`src/rtl/decim_pkg.sv`:
```
// decim_pkg: shared widths and the reciprocal table for the block-averaging decimator.
// Optional feature macro DECIM_ROUND_EN (used in decim_scale) selects round-half-up scaling.
package decim_pkg;

    localparam int DW    = 18;            // sample width, signed
    localparam int NW    = 4;             // decimation ratio width, ratios 1..15
    localparam int RW    = 24;            // reciprocal width, unsigned
    localparam int FRAC  = RW - 1;        // reciprocal fraction bits
    localparam int ACC_W = DW + NW;       // accumulator width, cannot overflow for n <= 15
    localparam int PW    = ACC_W + RW + 1; // product width (reciprocal gets a zero sign bit)

    // round(2^23 / n); index 0 and 1 both map to unity gain.
    function automatic logic [RW-1:0] recip(input logic [NW-1:0] n);
        case (n)
            4'd2:    recip = 24'd4194304;
            4'd3:    recip = 24'd2796203;
            4'd4:    recip = 24'd2097152;
            4'd5:    recip = 24'd1677722;
            4'd6:    recip = 24'd1398101;
            4'd7:    recip = 24'd1198373;
            4'd8:    recip = 24'd1048576;
            4'd9:    recip = 24'd932068;
            4'd10:   recip = 24'd838861;
            4'd11:   recip = 24'd762601;
            4'd12:   recip = 24'd699051;
            4'd13:   recip = 24'd645278;
            4'd14:   recip = 24'd599186;
            4'd15:   recip = 24'd559241;
            default: recip = 24'd8388608;
        endcase
    endfunction

endpackage

```
`src/rtl/decim_scale.sv`:
```
// decim_scale: multiplies a block sum by 1/n, optionally rounds, saturates and registers
// the averaged sample. Two register stages: product, then output.
// DECIM_ROUND_EN defined: round half toward +inf; undefined: truncate toward -inf.
module decim_scale
    import decim_pkg::*;
(
    input  logic              clock,
    input  logic              reset,
    input  logic              in_valid,
    input  logic [ACC_W-1:0]  sum,
    input  logic [NW-1:0]     n,
    output logic              out_valid,
    output logic [DW-1:0]     out_data
);

    localparam logic signed [PW-1:0] SAT_MAX = (PW'(1) <<< (DW - 1)) - PW'(1);
    localparam logic signed [PW-1:0] SAT_MIN = -(PW'(1) <<< (DW - 1));

    logic signed [PW-1:0] prod_d;
    logic signed [PW-1:0] prod_q;
    logic                 prod_valid;
    logic signed [PW-1:0] prod_adj;
    logic signed [PW-1:0] quo;
    logic [DW-1:0]        sat_d;

    // Signed sum times zero-extended unsigned reciprocal, all at product width.
    always_comb begin
        prod_d = PW'($signed(sum)) * PW'($signed({1'b0, recip(n)}));
    end

    // Drop the fraction bits (optionally rounding first) and clamp to the sample range.
    always_comb begin
        // NOTE: every always_comb output gets a default first so no path can infer a latch.
        sat_d = quo[DW-1:0];
`ifdef DECIM_ROUND_EN
        prod_adj = prod_q + (PW'(1) <<< (FRAC - 1));
`else
        prod_adj = prod_q;
`endif
        quo = prod_adj >>> FRAC;
        if (quo > SAT_MAX) begin
            sat_d = SAT_MAX[DW-1:0];
        end else if (quo < SAT_MIN) begin
            sat_d = SAT_MIN[DW-1:0];
        end else begin
            sat_d = quo[DW-1:0];
        end
    end

    // Product stage then output stage; dataout holds between strobes.
    always_ff @(posedge clock or negedge reset) begin
        if (!reset) begin
            prod_valid <= 1'b0;
            prod_q     <= '0;
            out_valid  <= 1'b0;
            out_data   <= '0;
        end else begin
            // NOTE: non-blocking so each stage samples the previous stage's old value.
            prod_valid <= in_valid;
            if (in_valid) begin
                prod_q <= prod_d;
            end
            out_valid <= prod_valid;
            if (prod_valid) begin
                out_data <= sat_d;
            end
        end
    end

endmodule

```
`src/rtl/decimator.sv`:
```
// decimator: accumulates Nfreq input samples per block and emits their average two
// cycles after the last sample of the block. Ratio 0 is treated as 1.
// Rounding mode is selected in decim_scale by the DECIM_ROUND_EN macro.
module decimator
    import decim_pkg::*;
(
    input  logic           clock,
    input  logic           reset,
    input  logic           endatain,
    input  logic [NW-1:0]  Nfreq,
    input  logic [DW-1:0]  datain,
    output logic           endataout,
    output logic [DW-1:0]  dataout
);

    logic [NW-1:0]            cnt;
    logic [NW-1:0]            n_blk;
    logic [NW-1:0]            eff_n;
    logic signed [ACC_W-1:0]  acc;
    logic signed [ACC_W-1:0]  acc_d;
    logic signed [ACC_W-1:0]  sample_ext;
    logic                     last;
    logic                     blk_done;

    // Ratio is taken from Nfreq only at the start of a block, then held in n_blk.
    always_comb begin
        sample_ext = ACC_W'($signed(datain));
        eff_n      = (cnt == '0) ? ((Nfreq == '0) ? NW'(1) : Nfreq) : n_blk;
        acc_d      = (cnt == '0) ? sample_ext : acc + sample_ext;
        last       = (cnt == eff_n - NW'(1));
    end

    // Block counter, accumulator and ratio latch; blk_done marks a finished sum in acc.
    always_ff @(posedge clock or negedge reset) begin
        if (!reset) begin
            cnt      <= '0;
            n_blk    <= NW'(1);
            acc      <= '0;
            blk_done <= 1'b0;
        end else begin
            blk_done <= endatain && last;
            if (endatain) begin
                acc <= acc_d;
                if (cnt == '0) begin
                    n_blk <= eff_n;
                end
                cnt <= last ? '0 : cnt + NW'(1);
            end
        end
    end

    // acc and n_blk stay stable for the cycle after blk_done, which is when the
    // scale stage captures them, even if a new block starts on that same edge.
    decim_scale u_scale (
        .clock     (clock),
        .reset     (reset),
        .in_valid  (blk_done),
        .sum       (acc),
        .n         (n_blk),
        .out_valid (endataout),
        .out_data  (dataout)
    );

endmodule

```
`config.mk`:
```
export PLATFORM = sky130hd
export DESIGN_NAME = decimator
export DESIGN_NICKNAME = d
export VERILOG_FILES = /design/src/rtl/decim_pkg.sv /design/src/rtl/decim_scale.sv /design/src/rtl/decimator.sv
export SDC_FILE = /design/constraint.sdc
export NUM_CORES = 1
export LEC_CHECK = 0
export ABC_AREA = 1
export BUFFER_PORTS_ARGS = -buffer_cell sky130_fd_sc_hd__buf_4
export CAP_MARGIN = 40
export CORE_UTILIZATION = 65
export DETAILED_ROUTE_END_ITERATION = 10
export PLACE_DENSITY = 0.82
export SYNTH_ARGS = -nofsm -noshare
export SYNTH_HDL_FRONTEND = slang
export SYNTH_SLANG_ARGS = --single-unit
```
`constraint.sdc`:
```
create_clock -name clock -period 8.7 [get_ports clock]
set_input_delay 1.74 -clock clock [delete_from_list [all_inputs] [get_ports clock]]
set_output_delay 1.74 -clock clock [all_outputs]
set_load 0.05 [all_outputs]
```
==> out/results.ini, run 1 <==
[route]
drtIter0Drc = 2151
routed_wl_mm = 79.1
ant_nets = 0
routedWlPerCell_um = 24.6
drt-pass1-iter-count = 5
drc = 0
vias = 19539
via_per_inst = 6.06

[cts]
cts-resized-gates = 0
worstSkewPairLatency_ns = 0.37
cts_tree = yes
clkSlewWorstSetupHoldPaths_ns = 0.08
hold_buffers = 0
post-cts-setup-buffers = 0
root_buffer = clkbuf_16
cts_sinks = 75
cts.htree.levels = 3
cts_buffers = 9
cts_buffer_depth = 2

[critical_path]
cp-endpoint = u_scale.prod_adj[28]
critPathCaptureType = flip-flop
required_ns = 8.93
critPathMaxStageDelay_ns = 0.61
startpoint = n_blk[0]
rr_worst_depth = 28
reg2reg_slack_ns = 0.39
crit_type = reg -> reg
critPathLaunchType = flip-flop
arrival_ns = 8.53
rr_endpoint = u_scale.prod_adj[28]
cpMaxStageDelayCell = fa_1
worstPathMaxFanout = 11
rr_startpoint = n_blk[0]
crit_top_cell = inv_1

[floorplanning]
dieWidth_um = 186
start_util = 0.666
die_area_mm2 = 0.0344
rows = 66
core_area_mm2 = 0.0329
io_pins = 44
fp.dieH_um = 186

[run]
maxCapViolCount = 0

[yosys]
synth_area_mm2 = 0.0219
syn_nets = 3429
ys_seq_elements = 75
synth_area_leaders = fa_1, ha_1, inv_1
synth.most_common_cell = inv_1
postSynthAreaPerCell_um2 = 7.97
synth_top_cells_by_count = inv_1, nand2_1, fa_1
synth-main-ff-cell = dfrtp_1
yosys_warnings = 0
yosysTopAreaCellShare = 0.400
syn-instance-count = 2748
async_flop_share = 1.00
synth_edf_count = 0
yosysSeqAreaShare = 0.0858
synth.distinct_cells = 46
synth_top_area_cell = fa_1

[global_route]
grt_use_met2 = 0.725
antenna_found_initial = 0
grt_pass1_vias = 20950
grt_pass1_wl_mm = 122
grt-ovfl-total = 0
top_usage_layer = met2
grt_usage = 0.495
grt_max_degree = 47
use_met3 = 0.179
grt_util_met1 = 0.609

[sta]
slew_headroom = 0.382
fin_crit_ns = 8.31
finalSetupTns_ns = 0
slew_viol_final = 0
timing.final.ws_setup_ns = 0.391
rsz0062_at_grt = no
final_hold_viol_count = 0
post-route-period-util = 0.955
fmax_mhz = 120
setup_viol = 0
skew_ns = 0.0184
tightest_slew_ns = 0.917

[placed_design]
placedCellCount = 3207
post-place-ws_ns = 0.729
io_buffers = 43
gp_congestion = 1.06
dp_hpwl_mm = 63.3

[layout]
final_cell_count_no_fill = 3222
antenna_cells = 0
nets = 3457
layout-drive-gt1-share = 0.0511
synthToLayoutAreaGrowth_pct = 6.19

[min_path]
hold_path_startpoint = u_scale.prod_adj[35]
hold_path.class = reg -> reg

[status]
outcome = complete, no violations

-- area by class of cell --
type | count | area [µm²]
Multi-Input combinational cell | 1891 | 17100
Fill cell | 2692 | 9620
Inverter | 692 | 2600
Clock buffer | 10 | 239
Clock inverter | 5 | 53.8
Timing Repair Buffer | 107 | 858
Tap cell | 442 | 553
Sequential cell | 75 | 1880
-- cell usage in the layout, fill, tap and decap left out, types with 17 or more instances in the layout --
master	instances
nand4_1	17
buf_4	103
o21ai_0	69
nor2_1	353
ha_1	218
nand3_1	52
o22ai_1	31
fa_1	438
xnor2_1	17
nor3_1	17
nand2_1	471
inv_1	680
a21oi_1	74
dfrtp_1	74
-- flip-flops by register name, indices dropped and copies added (netlist names) --
register / count
blk_done: 1
acc: 22
u_scale.prod_valid: 1
n_blk: 4
u_scale.prod_adj: 24
cnt: 4
u_scale.out_data: 18
u_scale.out_valid: 1
-- worst min path at each step --
| stage | cells after the start | end | slack (ns) |
|---|---|---|---|
| detailed placement | 2 | u_scale.prod_adj[35] | 0.47 |
| global route | 2 | u_scale.prod_adj[36] | 0.52 |
| floorplan | 0 | u_scale.out_valid | 0.35 |
| CTS | 2 | u_scale.prod_adj[35] | 0.49 |
| global placement | 2 | u_scale.prod_adj[44] | 0.46 |
| finish | 2 | u_scale.prod_adj[35] | 0.49 |
-- per-layer routing --
layer,up-vias,part of all wire
li1,8234,-
met1,9439,0.35
met2,1457,0.42
met3,407,0.15
met4,2,0.082
met5,-,0.00072
-- kinds of logic after synthesis --
logic type / synth area share
adders and majority gates: 0.525
DFF: 0.0858
AOI/OAI and AO/OA: 0.0694
xor gates and xnor gates: 0.0128
and+or+nand+nor: 0.171
muxes: 0.00154
buffers and inverters: 0.135
-- through the flow --
step / area [µm²] / hold WS, ns / utilization
4_1_cts: 23200 / 0.488 / 0.707
5_1_grt: 23200 / 0.522 / 0.707
3_3_place_gp: 22900 / 0.464 / 0.696
2_1_floorplan: 21900 / 0.352 / -
3_5_place_dp: 23000 / 0.472 / 0.698
6_report: 23200 / 0.487 / 0.707
-- critical path, delay by kind of cell, from the launching register on --
family,cells,cell delay [ns]
DFF,1,0.60
adders and majority gates,9,4.27
buffers and inverters,9,1.29
and+or+nand+nor,3,0.43
xor gates and xnor gates,1,0.44
AOI/OAI and AO/OA,6,1.13
Power of run 1 is not shown: default switching activity piles up to over one toggle a cycle in this logic, so the estimate is an artifact.
==> run 2, diff against run 1 <==
--- a/config.mk
+++ b/config.mk
@@ -8,9 +8,10 @@
 export ABC_AREA = 1
 export BUFFER_PORTS_ARGS = -buffer_cell sky130_fd_sc_hd__buf_4
 export CAP_MARGIN = 40
-export CORE_UTILIZATION = 65
+export CORE_UTILIZATION = 55
+export CTS_BUF_LIST = sky130_fd_sc_hd__clkbuf_8 sky130_fd_sc_hd__clkbuf_16
 export DETAILED_ROUTE_END_ITERATION = 10
-export PLACE_DENSITY = 0.82
+export PLACE_DENSITY = 0.71
 export SYNTH_ARGS = -nofsm -noshare
 export SYNTH_HDL_FRONTEND = slang
 export SYNTH_SLANG_ARGS = --single-unit
==> run 2 against run 1 <==
Global-route usage decreased by 8.6 points. Non-clock buffer count is 10 lower. Wire length fell by 1.6%. Sequential cell count did not move. Via count is 3.1% lower. Highest routed layer is now met4.
==> out/results.ini, run 2 (synthesis gave the netlist of run 1 again) <==
[status]
outcome = complete, no violations

[global_route]
grt_pass1_wl_mm = 122
grt_max_degree = 55
grt_pass1_vias = 20193
grt-ovfl-total = 0
antenna_found_initial = 0
grt_usage = 0.409

[placed_design]
io_buffers = 43
dp_hpwl_mm = 64.6
placedCellCount = 3273
gp_congestion = 0.994

[critical_path]
critPathCaptureType = flip-flop
crit_type = reg -> reg
arrival_ns = 8.66
worstPathMaxFanout = 11
critPathLaunchType = flip-flop
required_ns = 8.98

[cts]
cts_sinks = 75
cts_buffers = 9
root_buffer = clkbuf_16
cts_buffer_depth = 2
clkSlewWorstSetupHoldPaths_ns = 0.07
post-cts-setup-buffers = 0
worstSkewPairLatency_ns = 0.40
cts-resized-gates = 0
hold_buffers = 0
cts.htree.levels = 3
cts_tree = yes

[floorplanning]
dieWidth_um = 202
fp.dieH_um = 202
rows = 72
start_util = 0.563
die_area_mm2 = 0.0406
io_pins = 44
core_area_mm2 = 0.0389

[sta]
rsz0062_at_grt = no
slew_headroom = 0.364
skew_ns = 0.0191
setup_viol = 0
post-route-period-util = 0.963
fin_crit_ns = 8.38
final_hold_viol_count = 0
finalSetupTns_ns = 0
tightest_slew_ns = 0.954
slew_viol_final = 0
fmax_mhz = 119

[layout]
layout_common_cells = inv_1, nand2_1, fa_1
fill_cells = 3635
synthToLayoutAreaGrowth_pct = 6.53
antenna_cells = 0
layout-drive-gt1-share = 0.0476
final_common_cell = inv_1
largest_reg_flops = 24
final_cell_count_no_fill = 3289
nets = 3447

[route]
ant_nets = 0
via_per_inst = 5.76
routedWlPerCell_um = 23.7
vias = 18930
drt-pass1-iter-count = 5
routed_wl_mm = 77.9
drc = 0
drtIter0Drc = 1845

[run]
maxCapViolCount = 0

[min_path]
hold_path.class = reg -> reg

[run 2: cell count changes in the layout (fill, tap and decap cells not counted)]
cell	previous run	this run
buf_16	2	3
buf_4	103	94
inv_1	680	681
buf_8	2	0
clkinv_2	3	1
clkbuf_8	1	0
inv_6	0	1
bufinv_16	1	3
[run 2: worst paths after layout]
| kind | startpoint | end | slack, ns | cells after the start |
|---|---|---|---|---|
| max in group asynchronous | reset | acc[3] | 6.30 | 2 |
| min in group asynchronous | reset | u_scale.prod_adj[39] | 1.24 | 1 |
| min reg2reg | u_scale.prod_adj[44] | u_scale.prod_adj[44] | 0.49 | 2 |
| max reg2reg | n_blk[0] | u_scale.prod_adj[37] | 0.32 | 26 |
| min | u_scale.prod_adj[44] | u_scale.prod_adj[44] | 0.49 | 2 |
| max | n_blk[0] | u_scale.prod_adj[37] | 0.32 | 26 |
[run 2: worst max-delay path, stage by stage, from the launching register on]
cell	delay, ns
dfstp_2	0.59
inv_1	0.12
ha_1	0.23
o211ai_1	0.20
nand2_1	0.47
inv_1	0.62
nand2_1	0.28
fa_1	0.64
fa_1	0.47
fa_1	0.52
fa_1	0.52
inv_1	0.06
fa_1	0.49
fa_1	0.50
inv_1	0.05
fa_1	0.48
inv_1	0.09
ha_1	0.33
a21oi_1	0.20
o21ai_0	0.18
a21boi_0	0.40
o21ai_0	0.18
a21oi_1	0.15
nand2_1	0.08
or2_2	0.28
nand3_1	0.07
nand2_1	0.05
[run 2: cell type report]
type	count	area (µm²)	area share
clock buffer	9	225	0.00966
clock inverter	7	116	0.00499
tap	518	648	0.0278
sequential	75	1880	0.0805
multi-input combinational	1891	17100	0.732
timing repair buffer	97	788	0.0338
inverter	692	2600	0.111
[run 2: stage by stage]
stage	utilization	hold WS (ns)	cell area, µm²	setup slack (ns)
5_1_grt	0.599	0.513	23300	0.0257
4_1_cts	0.599	0.486	23300	0.567
3_5_place_dp	0.591	0.470	23000	0.594
2_1_floorplan	-	0.352	21900	1.74
3_3_place_gp	0.588	0.468	22900	0.593
6_report	0.599	0.488	23300	0.319
[run 2: routing by layer]
| layer | GRT usage | wire length, µm |
|---|---|---|
| met4 | 0.213 | 4910 |
| met2 | 0.615 | 33200 |
| met3 | 0.116 | 9080 |
| met5 | 0 | 0 |
| met1 | 0.539 | 30700 |
Power of run 2 is left out for the same reason.
